$ cat src/rtl/uart_rx_packet_assembler.sv
// uart_rx_packet_assembler: buffers received bytes up to a terminator, then replays the line
// as a valid/ready byte stream with length and error status.
module uart_rx_packet_assembler #(
    parameter int          DEPTH     = 16,
    parameter logic [7:0]  TERM_CHAR = 8'h23,
    parameter logic [7:0]  ERR_CHAR  = 8'h3F,
    localparam int         W         = $clog2(DEPTH + 1)
) (
    input  logic         clk_3125,
    input  logic         reset,
    input  logic [7:0]   rx_msg,
    input  logic         rx_complete,
    input  logic         pkt_ready,
    output logic         pkt_valid,
    output logic [7:0]   pkt_data,
    output logic         pkt_last,
    output logic [W-1:0] pkt_len,
    output logic         pkt_err,
    output logic         overflow,
    output logic         busy
);
    localparam int         AW      = $clog2(DEPTH);
    localparam logic [W-1:0] FULL  = W'(DEPTH);
    localparam logic [0:0] COLLECT = 1'b0;
    localparam logic [0:0] DRAIN   = 1'b1;

    logic [0:0]   state;
    logic [W-1:0] wr_ptr;
    logic [W-1:0] rd_ptr;
    logic         err_acc;
    logic [7:0]   mem [DEPTH];
    logic         is_term;
    logic         store;

    always_comb begin
        is_term   = rx_msg == TERM_CHAR;
        store     = state == COLLECT && rx_complete && !is_term && wr_ptr != FULL;
        pkt_valid = state == DRAIN;
        busy      = pkt_valid;
        pkt_last  = pkt_valid && rd_ptr == pkt_len - W'(1);
        pkt_data  = pkt_valid ? mem[rd_ptr[AW-1:0]] : 8'h00;
    end

    always_ff @(posedge clk_3125)
        if (store) mem[wr_ptr[AW-1:0]] <= rx_msg;

    // Every strobe seen in DRAIN, or beyond capacity in COLLECT, is a dropped byte.
    always_ff @(posedge clk_3125 or posedge reset) begin
        if (reset) begin
            state    <= COLLECT;
            wr_ptr   <= '0;
            rd_ptr   <= '0;
            err_acc  <= 1'b0;
            pkt_len  <= '0;
            pkt_err  <= 1'b0;
            overflow <= 1'b0;
        end else begin
            overflow <= rx_complete && (state == DRAIN || (!is_term && wr_ptr == FULL));
            if (state == COLLECT) begin
                if (rx_complete && !is_term) begin
                    if (wr_ptr != FULL) begin
                        wr_ptr <= wr_ptr + W'(1);
                        if (rx_msg == ERR_CHAR) err_acc <= 1'b1;
                    end else begin
                        err_acc <= 1'b1;
                    end
                end else if (rx_complete && wr_ptr != '0) begin
                    pkt_len <= wr_ptr;
                    pkt_err <= err_acc;
                    rd_ptr  <= '0;
                    state   <= DRAIN;
                end
            end else if (pkt_ready) begin
                if (pkt_last) begin
                    state   <= COLLECT;
                    wr_ptr  <= '0;
                    err_acc <= 1'b0;
                end else begin
                    rd_ptr <= rd_ptr + W'(1);
                end
            end
        end
    end
endmodule

$ cat config.mk
export PLATFORM = sky130hd
export DESIGN_NAME = uart_rx_packet_assembler
export DESIGN_NICKNAME = d
export VERILOG_FILES = /design/src/rtl/uart_rx_packet_assembler.sv
export SDC_FILE = /design/constraint.sdc
export NUM_CORES = 1
export LEC_CHECK = 0
export CAP_MARGIN = 20
export CORE_MARGIN = 5
export CORE_UTILIZATION = 54
export CTS_CLUSTER_SIZE = 24
export DETAILED_ROUTE_END_ITERATION = 16
export GPL_ROUTABILITY_DRIVEN = 0
export PLACE_DENSITY = 0.73
export SETUP_SLACK_MARGIN = 0.1
export SLEW_MARGIN = 20
export SYNTH_ARGS = -nofsm -noshare
export SYNTH_HDL_FRONTEND = slang
export SYNTH_SLANG_ARGS = --single-unit
export TNS_END_PERCENT = 20
$ cat constraint.sdc
create_clock -name clk_3125 -period 2.25 [get_ports clk_3125]
set_input_delay 0.45 -clock clk_3125 [delete_from_list [all_inputs] [get_ports clk_3125]]
set_output_delay 0.45 -clock clk_3125 [all_outputs]
set_load 0.02 [all_outputs]
==> Word-level counts from Yosys, hierarchy flattened <==
Memory sizes are Yosys's and may differ from the RTL's.
Index checks and enable logic that the tools add are counted.
{ "totals": {"latchBits": 0, "rom_bits": 0, "mem_count": 1, "inputBits": 12, "elab_cells": 65, "ramBits": 128, "ff_bits": 19} }
{ "classes": {"div": 0, "order_cmp": 0, "bitwise": 2, "n_mux": 24, "n_addsub": 3, "shifts": 0, "multipliers": 0, "eq_ne": 10, "n_reduce_logical": 18} }
{ "mem_list": {"columns": ["name", "depth", "word_bits", "rd", "rd_clocked_by_memory_dff", "wr", "line", "rtl"], "rows": [
  ["mem", 16, 8, 1, 0, 1, "31", "logic [7:0] mem [DEPTH];"]
]} }
{ "ops": {"columns": ["cell", "count"], "rows": [
  ["5-bit 2-to-1 mux", 10],
  ["8-bit by 6-bit equality test with 1-bit output, second input constant", 2],
  ["1-bit 2-to-1 mux", 13],
  ["4-bit AND reduction", 3],
  ["5-bit by 1-bit adder with 5-bit output, second input constant", 2],
  ["1-bit logical AND", 8],
  ["8-bit 2-to-1 mux", 1],
  ["2-bit inequality test, second input constant", 4],
  ["2-bit nonzero test", 3],
  ["5-bit equality test", 1],
  ["5-bit equality test, second input constant", 1],
  ["5-bit inequality test, second input constant", 1],
  ["5-bit nonzero test", 1],
  ["5-bit by 1-bit subtractor with 5-bit output, second input constant", 1],
  ["3-bit by 2-bit inequality test with 1-bit output, second input constant", 1],
  ["3-bit AND reduction", 1],
  ["1-bit inverter", 2],
  ["1-bit logical NOT", 1],
  ["1-bit logical OR", 1]
]} }

==> Longest topological paths before layout <==
{ "depth": {"depth_word": 6, "ltp_mapped": 8} }

==> Least setup slack after synthesis <==
OpenSTA, ideal clock, no wires.
{ "synth_path": {"path_type": "flip-flop to output port", "start": "register rd_ptr[0]", "end": "output pkt_data[0]", "path_stages_with_launch": 6, "path_slack_ns": -0.043, "n_path_buf": 2, "required_time_ns": 1.800, "arrival_time_ns": 1.843, "cell_sequence": "dfrtp_1 > buf_6 > buf_12 > mux4_1 > mux4_2 > and2_1"} }
{ "synth_between": {"elab_chain_len": 2} }
{ "synth_rtl": {"columns": ["item", "line", "rtl"], "rows": [
  ["start: declaration", "29", "logic [W-1:0] rd_ptr;"],
  ["start signal: assignment", "79", "rd_ptr <= rd_ptr + W'(1);"],
  ["memory read 16 x 8 bit", null, null],
  ["8-bit 2-to-1 mux", "41", "pkt_data = pkt_valid ? mem[rd_ptr[AW-1:0]] : 8'h00;"],
  ["end: declaration", "15", "output logic [7:0] pkt_data,"]
]} }
Every way passes these cells.

==> Worst setup path in the final report <==
{ "layout_path": {"start": "register rd_ptr[0]", "end": "output pkt_data[4]"} }
The elaborated chain is that of the path after synthesis.

==> summary.txt <==
Total Routed Length: 14.4 mm
Sw Share: 28.9%
fraction of layout instances using a drive strength above 1: 42.0%
DR pass1 iterations: 6
post-synth top area share: 62.1%
Area Growth Syn to Fin: 27.5%
largest net degree at the start of global routing: 26
H-Tree Depth: 4
maxcap violations: 0
total clock buffers created by CTS: 17
CP startpoint kind: register
initial antenna violation count: 0
Setup Skew: 0.00667 ns
Final min period: 2.88 ns
chip height: 117 microns
Pint: 6.05 mW
Iter 0 DRT Violations: 341
cts hold-fix bufs: 0
Reg clk slew, reported paths: 0.06 ns
Final setup violation count: 9
average cell area after synthesis: 18.7 sq um
overall routing resource usage: 22.7%
number of synthesized register bits: 147
Tightest Pin Transition: 0.624 ns
Slew headroom: 58.4%
fin area: 7890 sq um
IO Pins: 30
outcome: finished with violations
period utilization: 128%
# nets final: 448
endpoints failing hold: 0
Distinct cells, synth: 43
Worst Slack Setup Final: -0.625 ns
critical path class: register to output pin
Post-DP Area: 7070 sq um
Post-synth EDFFs: 128
Mapped Cells: 331
remaining antenna violation count: 0
flop2flop setup slack: 0.14 ns
Root Driver: clkbuf_16
Sink Count: 147
ys flop type: edfxtp_1
Synth Warn #: 0
TritonCTS clock tree: yes
vias in the first global route: 3716
fillers: 688
VDD IR max: 658 uV
via count: 3587
Post-synth top cells: edfxtp_1, nand2_1, mux4_1, mux4_2, dfrtp_1
CP Capture Type: output pin
ys async rst share: 12.9%
most common cell in the synthesized netlist: edfxtp_1
fmax: 348 MHz
Starting Density: 54.7%
Lkg Pwr: 2.80 nW
CP max FO: 3
row cnt: 39
Hold Crit Class: input pin to async pin
Synth area leader: edfxtp_1
Seq/Total Area, Yosys: 69.8%
final setup TNS: -5.03 ns
global-route wire length before repair: 21.9 mm
drt drc: 0
vias per cell: 6.12
GRT overflow: 0
CORE AREA: 11300 sq um
Max Root-Sink Buffers: 2
unrepaired setup endpoints after global routing: yes
antenna cell count: 0
WL/cell: 24.6 microns
HPWL after DPL: 8.84 mm
crit path DAT: 2.43 ns
die area: 13700 sq um
synthesized area: 6190 sq um
Area contributors post-synth: edfxtp_1, mux4_1, dfrtp_1
power per cell area: 1080 nW/um^2
IO Port Bufs: 29
Comb pwr share: 29.6%
clock latency on the worst-skew pair: 0.42 ns
Slew Viols, Final: 0
data required time of the worst path: 1.80 ns
failing checks: negative setup slack
Net Switching: 2.46 mW
Die Width: 117 microns
share of total power in sequential cells: 39.9%
Clock Power Share: 30.6%
syn_nets: 349
[layout by cell type, fill, tap and decap left out, types with 4 or more instances in the layout]
cell / netlist / layout
edfxtp_1: 128 / 128
inv_1: 7 / 5
mux4_2: 20 / 39
buf_12: 2 / 12
nor2_1: 18 / 10
xnor2_1: 4 / 4
clkinv_4: 0 / 4
nor2_2: 0 / 8
buf_6: 2 / 20
ha_1: 6 / 5
xor2_1: 4 / 4
nand2_1: 23 / 21
nand4_1: 4 / 4
dfrtp_1: 19 / 17
o211ai_1: 4 / 4
buf_4: 2 / 42
clkbuf_16: 0 / 17
inv_6: 0 / 4
and2_4: 0 / 10
clkdlybuf4s50_1: 0 / 14
[worst paths after layout]
| kind | from | endpoint | cells after the start |
|---|---|---|---|
| setup / recovery | rd_ptr[0] | pkt_data[4] | 7 |
| hold / removal | reset | rd_ptr[3] | 2 |
| setup reg to reg | rd_ptr[0] | wr_ptr[4] | 11 |
| hold reg to reg | pkt_err | pkt_err | 2 |
| max in group asynchronous | reset | err_acc | 3 |
| min in group clk_3125 | pkt_err | pkt_err | 2 |
[cell type report]
| class | count | area [sq um] | share of cell area [%] |
|---|---|---|---|
| Clock inverter | 15 | 128 | 1.62 |
| Multi-Input combinational cell | 160 | 1770 | 22.4 |
| Timing Repair Buffer | 97 | 1040 | 13.2 |
| Clock buffer | 17 | 425 | 5.39 |
| Inverter | 7 | 26.3 | 0.333 |
| Sequential cell | 147 | 4320 | 54.7 |
| Tap cell | 143 | 179 | 2.27 |
[sequential cells by signal, summed over array words and instances, names as in the netlist]
register,count
wr_ptr,5
busy,1
pkt_len,5
pkt_err,1
overflow,1
rd_ptr,5
err_acc,1
mem,128
[worst max-delay path, cell delays in order (launching register included)]
cell and delay (ns):
dfrtp_2 0.43, buf_6 0.14, buf_6 0.11, buf_6 0.10, mux4_2 0.42, mux4_2 0.51
and2_4 0.16, buf_6 0.12
[power groups by stage]
stage / clock [mW] / combinational (mW) / sequential, mW
final: 2.60 / 2.52 / 3.40
after global routing: 2.75 / 2.67 / 3.42
after CTS: 2.62 / 2.46 / 3.39
after detailed placement: 0 / 2.08 / 3.46
after global placement: 0 / 2.04 / 3.44
after floorplan: 0 / 1.31 / 3.43
[cells by family (layout without fill, tap and decap cells)]
kind of cell               after synthesis  count (layout)  share of synthesized area [%]
buffers and inverters                   24             136                           2.59
xor gates and xnor gates                 8               8                           1.13
and+or+nand+nor                         79              79                           6.43
adders and majority gates                6               6                           1.21
DFF                                    147             147                           69.8
AOI/OAI and AO/OA                       24              24                           2.61
muxes                                   43              43                           16.3
[metrics by stage]
step / util [%] / hold slack [ns] / power [mW] / setup slack (ns) / std cells
after floorplan: - / 0.401 / 4.74 / -0.000403 / 331
after global placement: 62.4 / 0.461 / 5.48 / -0.592 / 544
after detailed placement: 62.4 / 0.467 / 5.53 / -0.621 / 544
after CTS: 69.2 / 0.388 / 8.47 / -0.649 / 586
after global routing: 69.7 / 0.420 / 8.83 / -0.691 / 586
final: 69.7 / 0.379 / 8.52 / -0.625 / 586
[routing by layer]
metal  part of all wire, %  GRT usage, %  vias up
met5                     0             0        -
met4                   3.1          8.49        0
met3                   7.5          4.88       46
met2                    50          36.6      177
met1                    40          31.0     1851
li1                      -             -     1513
[repair_timing]
item | CTS | global route
setup endpoints to repair | 130 | 74
buffers inserted | 7 | 2
gates resized for setup | 86 | 27
endpoints found under the hold margin | 0 | 0
cloned | 3 | 0
pin swaps | 7 | 6
(Power assumes the default switching activity.)
